==> config.mk <==
export PLATFORM = sky130hd
export DESIGN_NAME = controle_jogada
export DESIGN_NICKNAME = d
export VERILOG_FILES = /design/src/rtl/jogo_pkg.sv /design/src/rtl/detector_vitoria.sv /design/src/rtl/controle_jogada.sv
export SDC_FILE = /design/constraint.sdc
export NUM_CORES = 1
export LEC_CHECK = 0
export ABC_AREA = 1
export CORE_MARGIN = 1.5
export CORE_UTILIZATION = 50
export CTS_CLUSTER_SIZE = 12
export DETAILED_ROUTE_END_ITERATION = 8
export PLACE_DENSITY = 0.79
export SETUP_SLACK_MARGIN = 0.4
export SYNTH_ARGS = -nofsm -noshare
export SYNTH_HDL_FRONTEND = slang
export SYNTH_HIERARCHICAL = 1
export SYNTH_SLANG_ARGS = --single-unit
==> constraint.sdc <==
create_clock -name clock -period 2.7 [get_ports clock]
set_input_delay 0.405 -clock clock [delete_from_list [all_inputs] [get_ports clock]]
set_output_delay 0.405 -clock clock [all_outputs]
set_load 0.02 [all_outputs]
==> src/rtl/jogo_pkg.sv <==
// Shared definitions for the tic-tac-toe turn controller: state and result
// codes, the eight winning lines, and a cell-index decoder.
package jogo_pkg;

    typedef enum logic [2:0] {
        E_INICIAL  = 3'd0,
        E_LIMPA    = 3'd1,
        E_ESPERA   = 3'd2,
        E_REGISTRA = 3'd3,
        E_AVALIA   = 3'd4,
        E_FIM      = 3'd5
    } estado_t;

    // One-hot FSM encoding; the Moore outputs hang off single flops.
    typedef enum logic [5:0] {
        S_INICIAL  = 6'b000001,
        S_LIMPA    = 6'b000010,
        S_ESPERA   = 6'b000100,
        S_REGISTRA = 6'b001000,
        S_AVALIA   = 6'b010000,
        S_FIM      = 6'b100000
    } fsm_t;

    localparam logic [1:0] VENC_NENHUM = 2'b00;
    localparam logic [1:0] VENC_X      = 2'b01;
    localparam logic [1:0] VENC_O      = 2'b10;
    localparam logic [1:0] VENC_EMPATE = 2'b11;

    localparam logic [7:0][8:0] LINHAS = {
        9'h054, 9'h111, 9'h124, 9'h092,
        9'h049, 9'h1C0, 9'h038, 9'h007
    };

    // Indices above 8 fall off the top and decode to zero.
    function automatic logic [8:0] onehot9(input logic [3:0] c);
        onehot9 = 9'd1 << c;
    endfunction

endpackage

==> src/rtl/detector_vitoria.sv <==
// Combinational win detector: flags a mask that covers any winning line.
module detector_vitoria
    import jogo_pkg::*;
(
    input  logic [8:0] mask,
    output logic       vitoria
);

    always_comb begin
        vitoria = 1'b0;
        for (int i = 0; i < 8; i++) begin
            if ((mask & LINHAS[i]) == LINHAS[i]) vitoria = 1'b1;
        end
    end

endmodule

==> src/rtl/controle_jogada.sv <==
// Turn controller: arbitrates X/O moves, drives the board-register clear and
// enables, handles turn timeout, and detects win or draw.
module controle_jogada
    import jogo_pkg::*;
#(
    parameter int TIMEOUT_CYCLES = 1000
) (
    input  logic       clock,
    input  logic       clear_n,
    input  logic       iniciar,
    input  logic       req_x,
    input  logic       req_o,
    input  logic [3:0] celula_x,
    input  logic [3:0] celula_o,
    input  logic [8:0] q_x,
    input  logic [8:0] q_o,
    output logic       clr_reg,
    output logic       en_x,
    output logic       en_o,
    output logic [8:0] d_reg,
    output logic       vez,
    output logic       fim,
    output logic [1:0] vencedor,
    output logic       erro_jogada,
    output logic       timeout,
    output logic [2:0] estado
);

    localparam int TW = $clog2(TIMEOUT_CYCLES);
    localparam logic [TW-1:0] TIMER_MAX = TW'(TIMEOUT_CYCLES - 1);

    fsm_t          st;
    logic [TW-1:0] timer;
    logic [3:0]    cel;

    logic [8:0] ocupado;
    logic       req_atual;
    logic [3:0] cel_req;
    logic       cel_ok;
    logic [8:0] mask_jogador;
    logic       vitoria;

    assign ocupado      = q_x | q_o;
    assign req_atual    = vez ? req_o : req_x;
    assign cel_req      = vez ? celula_o : celula_x;
    assign cel_ok       = (cel_req < 4'd9) && ((ocupado & onehot9(cel_req)) == 9'd0);
    assign mask_jogador = vez ? q_o : q_x;
    assign d_reg        = (st == S_REGISTRA) ? (mask_jogador | onehot9(cel)) : 9'd0;

    detector_vitoria u_detector (
        .mask    (mask_jogador),
        .vitoria (vitoria)
    );

    always_ff @(posedge clock or negedge clear_n) begin
        if (!clear_n) begin
            st          <= S_INICIAL;
            timer       <= '0;
            cel         <= '0;
            vez         <= 1'b0;
            fim         <= 1'b0;
            vencedor    <= VENC_NENHUM;
            clr_reg     <= 1'b0;
            en_x        <= 1'b0;
            en_o        <= 1'b0;
            erro_jogada <= 1'b0;
            timeout     <= 1'b0;
        end else begin
            clr_reg     <= 1'b0;
            en_x        <= 1'b0;
            en_o        <= 1'b0;
            erro_jogada <= 1'b0;
            timeout     <= 1'b0;
            case (st)
                S_INICIAL: begin
                    if (iniciar) begin
                        st       <= S_LIMPA;
                        clr_reg  <= 1'b1;
                        vez      <= 1'b0;
                        timer    <= '0;
                        fim      <= 1'b0;
                        vencedor <= VENC_NENHUM;
                    end
                end
                S_LIMPA: begin
                    st    <= S_ESPERA;
                    timer <= '0;
                end
                S_ESPERA: begin
                    if (iniciar) begin
                        st       <= S_LIMPA;
                        clr_reg  <= 1'b1;
                        vez      <= 1'b0;
                        timer    <= '0;
                        fim      <= 1'b0;
                        vencedor <= VENC_NENHUM;
                    end else if (req_atual && cel_ok) begin
                        cel  <= cel_req;
                        st   <= S_REGISTRA;
                        en_x <= ~vez;
                        en_o <= vez;
                    end else begin
                        // A rejected move leaves the turn clock running, so it
                        // can coincide with expiry and both pulses fire.
                        if (req_atual) erro_jogada <= 1'b1;
                        if (timer == TIMER_MAX) begin
                            timeout <= 1'b1;
                            vez     <= ~vez;
                            timer   <= '0;
                        end else begin
                            timer <= timer + TW'(1);
                        end
                    end
                end
                S_REGISTRA: begin
                    st <= S_AVALIA;
                end
                S_AVALIA: begin
                    if (vitoria) begin
                        st       <= S_FIM;
                        fim      <= 1'b1;
                        vencedor <= vez ? VENC_O : VENC_X;
                    end else if (ocupado == 9'h1FF) begin
                        st       <= S_FIM;
                        fim      <= 1'b1;
                        vencedor <= VENC_EMPATE;
                    end else begin
                        st    <= S_ESPERA;
                        vez   <= ~vez;
                        timer <= '0;
                    end
                end
                S_FIM: begin
                    if (iniciar) begin
                        st       <= S_LIMPA;
                        clr_reg  <= 1'b1;
                        vez      <= 1'b0;
                        timer    <= '0;
                        fim      <= 1'b0;
                        vencedor <= VENC_NENHUM;
                    end
                end
                default: st <= S_INICIAL;
            endcase
        end
    end

    always_comb begin
        estado = E_INICIAL;
        case (st)
            S_INICIAL:  estado = E_INICIAL;
            S_LIMPA:    estado = E_LIMPA;
            S_ESPERA:   estado = E_ESPERA;
            S_REGISTRA: estado = E_REGISTRA;
            S_AVALIA:   estado = E_AVALIA;
            S_FIM:      estado = E_FIM;
            default:    estado = E_INICIAL;
        endcase
    end

endmodule

==> impl_metrics.tcl <==
set metrics [dict create \
    largest_reg_flops 10 \
    synth_xor_area_frac 0.0150 \
    cts_buffer_depth 2 \
    met3WireLength_um 369 \
    path_buf_inv 4 \
    num_antenna_cells 0 \
    hold_viol_final 0 \
    synth_compound_area_frac 0.100 \
    tightestPinTransition_ns 0.374 \
    cp_slowest_cell "dfrtp_1" \
    cts_sinks 29 \
    yosys.area_share.simple 0.433 \
    wl_um 6030 \
    cpLargestDelayFamily "buffers and inverters" \
    synthDistinctLibCells 36 \
    critPathCaptureType "output pin" \
    regMostFlops "timer" \
    die_h_um 71.2 \
    cts_made_buffers 5 \
    yosysSeqAreaShare 0.312 \
    antenna_found_initial 0 \
    fin_util 0.686 \
    power.density_nw_per_um2 725 \
    mostFrequentLayoutCell "nand2_1" \
    ys_ff_latch 29 \
    holdBufCountCts 0 \
    worst_ir_drop_vdd_mv 0.326 \
    drv_cap 0 \
    grt_pass1_wl_um 9830 \
    path_clk_slew_ns 0.06 \
    criticalPathCategory "flip-flop to output pin" \
    wl_met1_um 2420 \
    grt_max_degree 30 \
    rsz0062_at_grt "yes" \
    wl_met2_um 3070 \
    final_area_um2 3030 \
    grt_pass1_vias 2243 \
    globalplace.congestion 0.875 \
    slew_viol_final 0 \
    cts_tree "built" \
    nets 441 \
    hpwl_um 4370 \
    grt_util_all_layers 0.241 \
    fp-row-count 24 \
    sequentialPowerShare 0.264 \
    cts_root_buffer "clkbuf_8" \
    worstPathArrival_ns 1.83 \
    wl_per_cell_um 13.1 \
    drive_above_1_share 0.202 \
    whs_ns 0.470 \
    layout_common_cells "105 x nand2_1, 51 x inv_1, 39 x clkdlybuf4s50_1" \
    cp_max_fo 8 \
    initial_utilization 0.527 \
    syn-cell-area_um2 2330 \
    swShare 0.463 \
    p_int_uw 1180 \
    cpPeakStageDelay_ns 0.39 \
    fp.dieW_um 71.2 \
    critical_path.cell_chain "nor2_2, inv_1, nor4_4, buf_4, inv_2, a21oi_1, clkbuf_2" \
    clockPowerShare 0.182 \
    drc_errors 0 \
    numPortBuffers 51 \
    fin_crit_ns 2.23 \
    drt_iter0_drc 258 \
    fin_setup_tns_ns 0 \
    p_comb_frac 0.554 \
    synthCells 346 \
    antenna_left 0 \
    synthAdderAreaFrac 0.00537 \
    cp-start-kind "flip-flop" \
    first_pass_iters 5 \
    cts_max_level 2 \
    cellLeakagePower_uw 0.00163 \
    reg_top3 "timer x10, st x6, cel x4" \
    hold_path_class "flip-flop to flip-flop" \
    dp.cells 446 \
    skew_ns 0.00590 \
    via_count 2425 \
    dr.max_layer_used "met4" \
    slew_headroom 0.751 \
    io-pin-count 52 \
    clock_latency_ns 0.29 \
    yosysWarnings 6 \
    synth_fp_nets 378 \
    syn_to_final_growth_pct 30.1 \
    core_um2 4410 \
    p_sw_uw 1020 \
    fin_cells 462 \
    grt_overflow_total 0 \
    worstPathRequired_ns 2.30 \
    fmax_mhz 447 \
    synthMuxAreaShare 0.00860 \
    die_area_um2 5080 \
    syn_area_per_cell_um2 6.73 \
    synth_top_family_by_area "simple AND/OR/NAND/NOR gates" \
    post_dp_cell_area_um2 2860 \
    post_drt_via_cell_ratio 5.25 \
    outcome "finished, final reports clean" \
    finalSetupViolations 0 \
    fin_crit_sh 0.828 \
]
[power groups by stage]
| stage | clock [uW] | combinational [uW] | sequential [uW] |
|---|---|---|---|
| final | 401 | 1220 | 579 |
| after global routing | 428 | 1340 | 591 |
| after CTS | 406 | 972 | 603 |
| after detailed placement | 0 | 973 | 609 |
| after global placement | 0 | 949 | 605 |
| after floorplan | 0 | 862 | 579 |
[stage by stage]
stage | setup WS (ns) | total power, uW
after floorplan | 0.439 | 1440
after global placement | 0.260 | 1550
after detailed placement | 0.228 | 1580
after CTS | 0.295 | 1980
after global routing | 0.373 | 2360
final | 0.465 | 2200
[cell families after synthesis]
kind of cell	after synthesis
XOR/XNOR	4
multiplexers	2
adder cells (fa/ha/maj)	1
flip-flops	29
AND/OR/NAND/NOR	210
buffers and inverters	63
AO/OA/AOI/OAI	37
[area by class of cell]
type	instances	area, um^2
fill	376	1390
multi-input combinational	257	1370
sequential	29	731
timing repair buffer	60	551
inverter	56	213
clock buffer	7	96.3
tap	52	65.1
clock inverter	1	5.00
[final timing paths]
kind / startpoint / end / slack, ns / cells past startpoint
hold / removal: fim / fim / 0.47 / 2
setup / recovery: st[1] / d_reg[0] / 0.47 / 7
hold reg to reg: fim / fim / 0.47 / 2
setup reg to reg: vez / timer[9] / 0.59 / 15
min in group asynchronous: clear_n / timer[7] / 0.51 / 2
max in group asynchronous: clear_n / st[0] / 1.88 / 2
[cells in the mapped netlist, drive strengths merged]
cell type,number,area share
nand3b,1,0.0086
mux2i,2,0.0086
xor2,4,0.015
buf,6,0.033
clkbuf,1,0.0016
a31oi,1,0.0027
nor4,2,0.012
a31o,1,0.0038
dfrtp,28,0.30
nand2,122,0.22
nand4,14,0.038
a21o,1,0.0032
inv,54,0.088
clkinv,2,0.0032
dfstp,1,0.011
nor3,9,0.024
nor2,28,0.052
ha,1,0.0054
or2,8,0.021
nand3,26,0.056
o21ai,24,0.068
a21oi,10,0.023
[worst reg2reg max path, delay by kind of cell, from the launching register on]
family,cells,cell delay (ns)
flops,1,0.49
simple gates,9,0.80
buf+inv,3,0.33
compound gates,3,0.42
[what timing repair did]
action / in CTS / in global routing
gates resized for setup: 30 / 22
buffers inserted: 1 / 4
pin swaps: 1 / 3
endpoints found under the setup margin: 22 / 20
hold endpoints to repair: 0 / 0
gates cloned: 0 / 3
[layer usage]
| metal | track usage | vias to the layer above |
|---|---|---|
| li1 | - | 1222 |
| met1 | 0.284 | 1093 |
| met2 | 0.431 | 91 |
| met5 | 0 | - |
| met4 | 0.0922 | 0 |
| met3 | 0.0450 | 19 |
(Power assumes the default switching activity.)
